**src/rtl/microwave_button_conditioner.sv**
```systemverilog
// -----------------------------------------------------------------------------
// microwave_button_conditioner
//
// Purpose: front-end conditioner for the microwave control logic. The four raw
// push-buttons and the door switch are each passed through a 2-flop
// synchronizer and a debouncer. A button turns into a single-cycle press pulse
// when its debounced level rises. The door turns into a debounced level.
//
// Optional feature macro: BTN_AUTOREPEAT_EN
//   defined   -> btnU and btnD auto-repeat while held: the first repeat comes
//                REPEAT_DELAY cycles after the press pulse, and later repeats
//                come every REPEAT_RATE cycles.
//   undefined -> one pulse per accepted press on every button. REPEAT_DELAY
//                and REPEAT_RATE have no effect.
//
// Parameters:
//   DEBOUNCE_CYCLES  consecutive stable cycles needed to accept a change (>= 2)
//   REPEAT_DELAY     cycles from the press pulse to the first repeat pulse
//   REPEAT_RATE      cycles between later repeat pulses (>= 2)
//
// Ports:
//   clk              system clock (single domain)
//   reset            asynchronous, active-high
//   btn{U,L,C,D}_raw raw button pins, active-high, asynchronous
//   door_raw         raw door switch, 1 = open, asynchronous
//   btn{U,L,C,D}     registered single-cycle press pulses
//   door             debounced door level
//   btn_held         debounced button levels, ordered {U, L, C, D}
// -----------------------------------------------------------------------------
module microwave_button_conditioner #(
    parameter int DEBOUNCE_CYCLES = 1_000_000,
    parameter int REPEAT_DELAY    = 50_000_000,
    parameter int REPEAT_RATE     = 10_000_000
) (
    input  logic       clk,
    input  logic       reset,
    input  logic       btnU_raw,
    input  logic       btnL_raw,
    input  logic       btnC_raw,
    input  logic       btnD_raw,
    input  logic       door_raw,
    output logic       btnU,
    output logic       btnL,
    output logic       btnC,
    output logic       btnD,
    output logic       door,
    output logic [3:0] btn_held
);

    localparam int            CW      = $clog2(DEBOUNCE_CYCLES);
    localparam logic [CW-1:0] DB_LAST = CW'(DEBOUNCE_CYCLES - 1);

    // Channel index map: 4 = U, 3 = L, 2 = C, 1 = D, 0 = door.
    logic [4:0] raw_vec;
    logic [4:0] sync_vec;
    logic [4:0] stable;
    logic [4:0] accept;
    logic [4:0] rise;
    logic [4:0] fall;
    logic [1:0] rep_fire;   // [1] = U, [0] = D
    logic [3:0] press_q;
    logic       unused_sig;

    assign raw_vec = {btnU_raw, btnL_raw, btnC_raw, btnD_raw, door_raw};

    for (genvar i = 0; i < 5; i++) begin : g_ch
        logic          s1;
        logic          s2;
        logic          stable_q;
        logic [CW-1:0] cnt;
        logic          differ;

        assign differ = (s2 != stable_q);

        // Whenever the synchronized input matches the accepted level, the
        // counter clears. A glitch shorter than DEBOUNCE_CYCLES therefore
        // leaves nothing behind.
        always_ff @(posedge clk or posedge reset) begin
            if (reset) begin
                s1       <= 1'b0;
                s2       <= 1'b0;
                stable_q <= 1'b0;
                cnt      <= '0;
            end else begin
                s1 <= raw_vec[i];
                s2 <= s1;
                if (!differ) begin
                    cnt <= '0;
                end else if (cnt == DB_LAST) begin
                    stable_q <= s2;
                    cnt      <= '0;
                end else begin
                    cnt <= cnt + 1'b1;
                end
            end
        end

        assign sync_vec[i] = s2;
        assign stable[i]   = stable_q;
        assign accept[i]   = differ && (cnt == DB_LAST);
    end

    // rise/fall mark the edge at which a channel's stable level changes.
    assign rise = accept & sync_vec;
    assign fall = accept & ~sync_vec;

`ifdef BTN_AUTOREPEAT_EN
    localparam int RMAX = (REPEAT_DELAY > REPEAT_RATE) ? REPEAT_DELAY : REPEAT_RATE;
    localparam int RW   = $clog2(RMAX);

    typedef enum logic {
        PH_DELAY = 1'b0,
        PH_RATE  = 1'b1
    } rep_phase_t;

    for (genvar j = 0; j < 2; j++) begin : g_rep
        localparam int CH = (j == 1) ? 4 : 1;

        logic [RW-1:0] rcnt;
        logic [RW-1:0] last;
        rep_phase_t    phase;
        logic          hold;

        assign last = (phase == PH_RATE) ? RW'(REPEAT_RATE - 1) : RW'(REPEAT_DELAY - 1);

        // hold is false at the press-accept edge because stable is still 0,
        // so the counter starts from zero in the DELAY phase. It is also false
        // at the release-accept edge, which suppresses a pulse that would
        // otherwise fire in that same cycle.
        assign hold = stable[CH] & ~fall[CH];

        always_ff @(posedge clk or posedge reset) begin
            if (reset) begin
                rcnt  <= '0;
                phase <= PH_DELAY;
            end else if (!hold) begin
                rcnt  <= '0;
                phase <= PH_DELAY;
            end else if (rcnt == last) begin
                rcnt  <= '0;
                phase <= PH_RATE;
            end else begin
                rcnt <= rcnt + 1'b1;
            end
        end

        assign rep_fire[j] = hold && (rcnt == last);
    end

    assign unused_sig = ^{rise[0], fall[3:2], fall[0]};
`else
    assign rep_fire   = 2'b00;
    assign unused_sig = ^{rise[0], fall, 32'(REPEAT_DELAY), 32'(REPEAT_RATE)};
`endif

    // Press and repeat pulses are registered, so no input has a combinational
    // path to an output.
    always_ff @(posedge clk or posedge reset) begin
        if (reset) begin
            press_q <= 4'b0000;
        end else begin
            press_q <= rise[4:1] | {rep_fire[1], 2'b00, rep_fire[0]};
        end
    end

    assign btnU     = press_q[3];
    assign btnL     = press_q[2];
    assign btnC     = press_q[1];
    assign btnD     = press_q[0];
    assign door     = stable[0];
    assign btn_held = stable[4:1];

endmodule

```
**config.mk**
```make
export PLATFORM = sky130hd
export DESIGN_NAME = microwave_button_conditioner
export DESIGN_NICKNAME = d
export VERILOG_FILES = /design/src/rtl/microwave_button_conditioner.sv
export SDC_FILE = /design/constraint.sdc
export NUM_CORES = 1
export LEC_CHECK = 0
export ABC_AREA = 1
export BUFFER_PORTS_ARGS = -buffer_cell sky130_fd_sc_hd__buf_4
export CORE_MARGIN = 4
export CORE_UTILIZATION = 30
export CTS_BUF_LIST = sky130_fd_sc_hd__clkbuf_4 sky130_fd_sc_hd__clkbuf_8
export DETAILED_ROUTE_END_ITERATION = 10
export HOLD_SLACK_MARGIN = 0.03
export PLACE_DENSITY = 0.45
export SYNTH_ARGS = -nofsm -noshare
export SYNTH_HDL_FRONTEND = slang
export SYNTH_SLANG_ARGS = --single-unit
```
**constraint.sdc**
```tcl
create_clock -name clk -period 11.8 [get_ports clk]
set_input_delay 2.36 -clock clk [delete_from_list [all_inputs] [get_ports clk]]
set_output_delay 2.36 -clock clk [all_outputs]
set_load 0.01 [all_outputs]
```
Yosys cells after proc, flatten, opt, wreduce, memory -nomap -nowiden
Cells that the tools add are included.

Bits in registers: 119. Latch bits: 0. RAM bits: 0. Memory bits (read-only): 0. Input bits: 7. Output and inout bits: 9. Logic and storage cells: 57. Memories: 0.

Add/sub/neg operators: 5. $mul: 0. Divide/modulo/power cells: 0. Magnitude comparators: 0. Equality and inequality tests: 10. Shift-type cells: 0. Muxes and demuxes: 10. Bitwise logic cells: 1. Reduce and logical (&&, ||, !) cells: 10.

Operators with widths (number): $mux 20 (10); $add 20x1->20 const B (5); $eq 20x20->1 const B (5); $reduce_and 2->1 (5); $and 5x5->5 (1); $logic_and 1x1->1 (5); $ne 1x1->1 (5).

Logic depth before layout (Yosys ltp)
Gate-level depths: netlist of run 1.

Depth after elaboration: 3. Mapped depth: 9. Gate-level depth less buffers: 9.

Worst setup path before layout of run 1
No wires, ideal clock.

Path kind: register to output. Start: register g_ch[3].stable_q. End: output port btn_held[2]. Data arrival time: 558 ps. Required time: 9440 ps. Slack: 8882 ps. Stages on the path, launching flop included: 2. Path buffers: 1. Path through: dfrtp_1 buf_4.

RTL lines: start: declaration (line 69) `logic stable_q;`; start signal: assignment (line 82) `stable_q <= 1'b0;`; start signal: assignment (line 90) `stable_q <= s2;`; end: declaration (line 47) `output logic [3:0] btn_held`.

No word-level cell between the ends.

Worst setup path in the final report of run 1
Start: register g_ch[1].stable_q. End: output port btn_held[0].

RTL lines (line): start: declaration (69); start signal: assignment (82); start signal: assignment (90).

No word-level cell between the ends.

==> results.cfg, run 1 <==
[clock_tree]
numCtsBuffers = 17
clk_pin_slew_worst_paths_ns = 0.08
post_cts_buffers = 0
clkSinkCount = 119
clock-root-buffer = clkbuf_8
htree_levels = 4
hold_buffers = 0
clk_latency_ns = 0.44
clk_path_buf_depth = 2
cts_tree = done
cts_resized = 0

[logic_synthesis]
synth_top_family_by_area = simple AND/OR/NAND/NOR gates
synthArstFlopShare = 1.000
synth_compound_area_frac = 0.03386
syn_nets = 813
synthSimpleGateAreaFrac = 0.3734
yosysSeqAreaShare = 0.4552
syn_inst = 801
synth_cell_types = 32
synth-xor-area-share = 0.07402
netlist_area_um2 = 6541
synth_fa_ha_area_frac = 0.009564
synth_edf_count = 0
muxShareOfSynthArea = 0
syn_avg_cell_area_um2 = 8.166
ys.flop_type = dfrtp_1
synth_seq_cells = 119
ys.warnings.count = 0

[placed_design]
place.gp.congestion = 0.8105
io_buffers = 15
hpwl_mm = 10.02
dp_cells = 1088

[drt]
vias = 4978
vias_per_cell = 4.449
ant_nets = 0
first_pass_iters = 5
drt-initial-drc-count = 200
detail_route.wirelength_mm = 13.83
wl_per_cell_um = 12.36
drc = 0

[global_routing]
grt_pass1_wl_mm = 24.40
grt_pass1_vias = 5015
grt.busiest_layer = met2
grt_start_max_net_pins = 69
track_usage = 0.1238
grt_use_met3 = 0.03329
grt.overflow.total = 0
grtUsageMet1 = 0.1685
use_met2 = 0.1938
antenna_found_initial = 0

[cells_and_area]
fill_cells = 2219
instances_no_fill = 1119
fin_nets = 844
antenna_cells = 0
syn_to_final_growth_pct = 13.45
drive_gt1_frac = 0.1896

[die]
initial_core_util = 0.3083
core_area_um2 = 21220
chipHeight_um = 155.7
dieArea_um2 = 24230
num_rows = 53
die_x_um = 155.7
io_pins = 16

[timing]
min_period_over_period = 0.2884
min_period_ns = 3.403
hold_violations = 0
worst_slew_pin_slew_ns = 0.8688
relSlewSlack = 0.4208
setup_viol = 0
rsz0062_at_grt = no
fmax_mhz = 293.8
slew_violations = 0
finalSetupTns_ns = 0
skew_ns = 0.01443

[worst_setup_path]
cp_cell_sequence = buf_4
start_kind = flip-flop
worstSetupEndpointType = output pin
cp_max_fo = 4
max_stage_delay_ns = 0.44
reg2reg_slack_ns = 10.22
crit_arrival_ns = 1.04
critPathBufInv = 1
cp.required_ns = 9.44
worst-setup-path-type = flip-flop to output pin
cpMaxStageDelayCell = dfrtp_1
crit_family = flip-flops

[power]
power_density_nw_per_um2 = 116.2
peakVddDrop_v = 0.00005977
p_leak_uw = 0.003170
finalPower_uw = 862.0

[worst_hold_path]
hold_path.class = flip-flop to flip-flop

[run_status]
outcome = complete, no violations

[flow_run]
drv_cap = 0
## worst reg2reg max path, cell delays in order (launching register included)
cell and delay (ns):
dfrtp_1 0.37, ha_1 0.19, nand3_1 0.16, nor2_2 0.22, nand3_2 0.22, nand2_2 0.23, nor2_1 0.08
## per-layer routing
layer  vias up  wire, um
met2        60      6440
met1      2324      6904
met4         0       141
li1       2586         -
met5         -         0
met3         8       347
## cells in the mapped netlist (5+ instances only)
master | instances | area share
xor2_1 | 28 | 0.037
nor3_1 | 12 | 0.0092
xnor2_1 | 18 | 0.024
nor2_2 | 33 | 0.032
nand2_2 | 25 | 0.024
dfrtp_1 | 119 | 0.46
inv_2 | 10 | 0.0057
nand4_1 | 23 | 0.022
a21oi_1 | 11 | 0.0084
nor2_1 | 178 | 0.10
nor2_4 | 16 | 0.028
nand2_4 | 6 | 0.010
nand3_1 | 63 | 0.048
o21ai_1 | 18 | 0.014
ha_1 | 5 | 0.0096
inv_1 | 75 | 0.043
nand2_1 | 122 | 0.070
nand3_2 | 11 | 0.017
## kinds of logic after synthesis
family	after synthesis
and+or+nand+nor	496
xor gates and xnor gates	51
adders and majority gates	5
DFF	119
buffers and inverters	90
AOI/OAI and AO/OA	40
## stage by stage
step,worst slack [ns],cell area (um2),hold WS [ns],utilization
after global routing,8.157,7421,0.3492,0.3497
after CTS,8.323,7421,0.3430,0.3497
after floorplan,6.283,6541,0.3312,-
final,8.397,7421,0.3409,0.3497
after global placement,7.816,6978,0.3317,0.3288
after detailed placement,7.830,6978,0.3355,0.3288
## sequential cells by signal, summed over array words and instances, names as in the netlist
name / cells
g_ch.s1: 5
press_q: 4
g_ch.s2: 5
door: 1
g_ch.stable_q: 4
g_ch.cnt: 100
## path summary, 6_finish.rpt
kind / startpoint / cells after the start / endpoint
min in group asynchronous: reset / 2 / g_ch[2].s2
max reg2reg: g_ch[0].cnt[0] / 6 / g_ch[0].cnt[5]
min: g_ch[3].s1 / 0 / g_ch[3].s2
max in group asynchronous: reset / 3 / g_ch[4].cnt[3]
max: g_ch[1].stable_q / 1 / btn_held[0]
min reg2reg: g_ch[3].s1 / 0 / g_ch[3].s2
## final cells by class
type                    count  area, um2  share of cell area
well taps                 275      344.1             0.04637
inverters                  86      325.3             0.04384
multi-input cells         592       3211              0.4326
clock inverters            13      195.2             0.02630
clock buffers              18      247.7             0.03338
repair buffers             16      120.1             0.01619
flip-flops and latches    119       2978              0.4013
## power breakdown
part | switching [uW] | leakage (uW) | internal [uW]
Sequential | 4.30 | 0.00163 | 413
Clock | 178 | 0.000212 | 237
Combinational | 21.1 | 0.00133 | 7.81
Total | 204 | 0.00317 | 658
## layout by cell type (no fill, tap or decap)
| cell | count |
|---|---|
| ha_1 | 5 |
| inv_1 | 74 |
| nor3b_2 | 2 |
| nor3_2 | 1 |
| nand2_4 | 6 |
| nand2_1 | 122 |
| o21ai_0 | 4 |
| a21oi_2 | 1 |
| nor2_2 | 33 |
| clkinv_1 | 1 |
| clkinv_4 | 4 |
| inv_4 | 1 |
| xnor2_2 | 1 |
| inv_6 | 2 |
| o21bai_1 | 4 |
| inv_2 | 10 |
| xnor2_1 | 18 |
| dfrtp_1 | 119 |
| a31oi_1 | 1 |
| xor2_1 | 28 |
| or2_0 | 1 |
| nand3_1 | 63 |
| xor2_2 | 4 |
| o21bai_2 | 1 |
| clkinvlp_4 | 3 |
| bufinv_16 | 4 |
| nand4_1 | 23 |
| nor2_8 | 1 |
| o21ai_1 | 18 |
| nand3_2 | 11 |
| nor2_1 | 178 |
| buf_4 | 16 |
| nor2_4 | 16 |
| nor3b_1 | 2 |
| nor3_1 | 12 |
| nand2_2 | 25 |
| a21oi_1 | 11 |
| clkbuf_8 | 18 |
Note: power is estimated with default switching activity, not from simulation.
==> inputs of run 2 (changes only) <==
- ABC_AREA: 1 -> 0
- clock period: 11.8 -> 3.3 ns (I/O delays scaled with it)
==> run 2 against run 1 <==
Total power rose to 3.7 times the previous value. Hold slack worse by 0.011 ns. Synthesized area fell by 13%. Critical path type is now flip-flop to flip-flop. Die area decreased by 12%. Count of clock-buffer cells in the layout is 4 higher. Clock skew down 0.0049 ns.
==> results.cfg, run 2 <==
[run_status]
outcome = complete, no violations

[power]
p_comb_frac = 0.029
power_density_nw_per_um2 = 488.0
peakVddDrop_v = 0.0002366
switching_share = 0.2032
p_leak_uw = 0.002590
p_seq_frac = 0.468
p_sw_uw = 651.7
intPower_uw = 2555
clkPwrFrac = 0.503

[die]
dieArea_um2 = 21350
initial_core_util = 0.3059
num_rows = 50
chipHeight_um = 146.1
die_x_um = 146.1
core_area_um2 = 18710
io_pins = 16

[logic_synthesis]
yosys.cell_count.top_type = dfrtp_1
ys.warnings.count = 0
synth-xor-area-share = 0.1148
synthTopCellsByArea = dfrtp_1 52%, xnor2_1 8.4%, nor2_1 5.8%, xor2_1 3.1%, nand3_1 3.0%
muxShareOfSynthArea = 0.01509
synth_edf_count = 0
netlist_area_um2 = 5722
synth_seq_cells = 119
yosysSeqAreaShare = 0.5204
synth_compound_area_frac = 0.04986
synthArstFlopShare = 1.000
ys.flop_type = dfrtp_1
synthSimpleGateAreaFrac = 0.2613
synth_top_area_frac = 0.5204
synth_top_family_by_area = simple AND/OR/NAND/NOR gates
syn_nets = 578
netlist.top_cell.by_area = dfrtp_1
synth_common_cells = 119 x dfrtp_1, 88 x nor2_1, 55 x xnor2_1
synth_fa_ha_area_frac = 0.01093
synth_cell_types = 43
syn_avg_cell_area_um2 = 10.11
syn_inst = 566

[cells_and_area]
fin_util = 0.3512
drive_gt1_frac = 0.1169
largest-register = g_ch.cnt
most-common-layout-cells = 119 x dfrtp_1, 88 x nor2_1, 55 x xnor2_1
instances_no_fill = 833
antenna_cells = 0
layout_commonest_cell = dfrtp_1
syn_to_final_growth_pct = 14.83
fin_nets = 599
top_regs = g_ch.cnt (100), g_ch.s1 (5), g_ch.s2 (5)
largest_reg_flops = 100

[clock_tree]
clk_path_buf_depth = 2
clkSinkCount = 119
cts_tree = done
hold_buffers = 0
htree_levels = 4
clk_pin_slew_worst_paths_ns = 0.07
clock-root-buffer = clkbuf_8
clk_latency_ns = 0.44
numCtsBuffers = 17
post_cts_buffers = 0
cts_resized = 0

[timing]
hold_violations = 0
setup_viol = 0
worst_slew_pin_slew_ns = 0.9947
skew_ns = 0.009578
relSlewSlack = 0.3346
min_period_ns = 2.160
fmax_mhz = 463.0
min_period_over_period = 0.6545
slew_violations = 0
rsz0062_at_grt = no
finalSetupTns_ns = 0

[worst_setup_path]
cp_max_fo = 19
max_stage_delay_ns = 0.70
cp.required_ns = 3.58
worstSetupEndpointType = flip-flop
cpMaxStageDelayCell = or4b_2
start_kind = flip-flop
crit_arrival_ns = 2.44
cp_cell_sequence = nand3_1 > or4b_2 > o31ai_4 > nor2_1
worst-setup-path-type = flip-flop to flip-flop

[global_routing]
grt.overflow.total = 0
grtUsageMet1 = 0.1446
grt_use_met3 = 0.03352
grt_start_max_net_pins = 120
track_usage = 0.1126
use_met2 = 0.1784
grt.busiest_layer = met2
grt_pass1_wl_mm = 19.78
grt_pass1_vias = 4033
antenna_found_initial = 0

[drt]
wl_per_cell_um = 13.52
vias = 4105
drt-initial-drc-count = 251
vias_per_cell = 4.928
first_pass_iters = 4
ant_nets = 0
drc = 0
detail_route.wirelength_mm = 11.27

[placed_design]
dp_cells = 802
place.gp.congestion = 0.7961
hpwl_mm = 7.474
io_buffers = 15

[flow_run]
drv_cap = 0

[worst_hold_path]
hold_path.class = input pin to flip-flop
run 2: changes by cell type after synthesis, sizes merged, moves of 12 or more:
| cell | change |
|---|---|
| nor2 | -140 |
| nand2 | -121 |
| inv | -68 |
| nand3 | -40 |
| xnor2 | +36 |
| nor4 | +22 |
| or3 | +12 |
| xor2 | -12 |
run 2: layout make-up:
| cell class | count | area, um2 |
|---|---|---|
| multi-input cells | 413 | 2591 |
| well taps | 234 | 292.8 |
| inverters | 17 | 67.56 |
| clock buffers | 22 | 290.3 |
| clock inverters | 9 | 195.2 |
| repair buffers | 19 | 155.1 |
| fillers | 1828 | 12140 |
| flip-flops and latches | 119 | 2978 |
run 2: power groups by stage:
stage | logic, uW | registers, uW | clock network [uW]
floorplan | 69.3 | 1520 | 0
global placement | 97.3 | 1530 | 0
detailed placement | 98.9 | 1530 | 0
CTS | 99.4 | 1500 | 1670
global route | 114 | 1500 | 1740
finish | 94.4 | 1500 | 1610
run 2: worst max-delay path, delay by kind of cell (launching register included):
| kind | cells | cell delay, ns |
|---|---|---|
| simple gates | 3 | 0.92 |
| compound gates | 1 | 0.66 |
| flops | 1 | 0.42 |
run 2: stage by stage:
stage                     power [uW]  worst slack, ns  hold slack, ns  instance area, um2
final                           3206            1.140          0.3304                6570
after global routing            3353           0.9380          0.2898                6570
after CTS                       3267            1.104          0.2893                6570
after detailed placement        1627            1.110          0.3355                6085
after global placement          1625            1.151          0.3402                6085
after floorplan                 1592            1.185          0.3312                5725
run 2: worst paths after layout:
check / cells past startpoint / endpoint / slack [ns] / start
hold reg to reg: 0 / g_ch[4].s2 / 0.35 / g_ch[4].s1
min in group asynchronous: 3 / g_ch[3].cnt[17] / 0.40 / reset
max in group asynchronous: 3 / g_ch[1].s1 / 2.41 / reset
setup reg to reg: 4 / g_ch[2].cnt[15] / 1.14 / g_ch[2].cnt[16]
hold / removal: 1 / g_ch[2].s1 / 0.33 / btnC_raw
setup / recovery: 4 / g_ch[2].cnt[15] / 1.14 / g_ch[2].cnt[16]
run 2: cells by family (layout without fill, tap and decap cells):
logic type / Yosys count / in the layout
adders and majority gates: 5 / 5
muxes: 8 / 8
DFF: 119 / 119
buffers and inverters: 34 / 67
AOI/OAI and AO/OA: 42 / 42
and+or+nand+nor: 283 / 283
xor gates and xnor gates: 75 / 75
run 2: routing by layer:
layer,part of all wire,up-vias
met4,0.014,0
met3,0.032,11
met5,0,-
met2,0.47,62
li1,-,2037
met1,0.48,1995
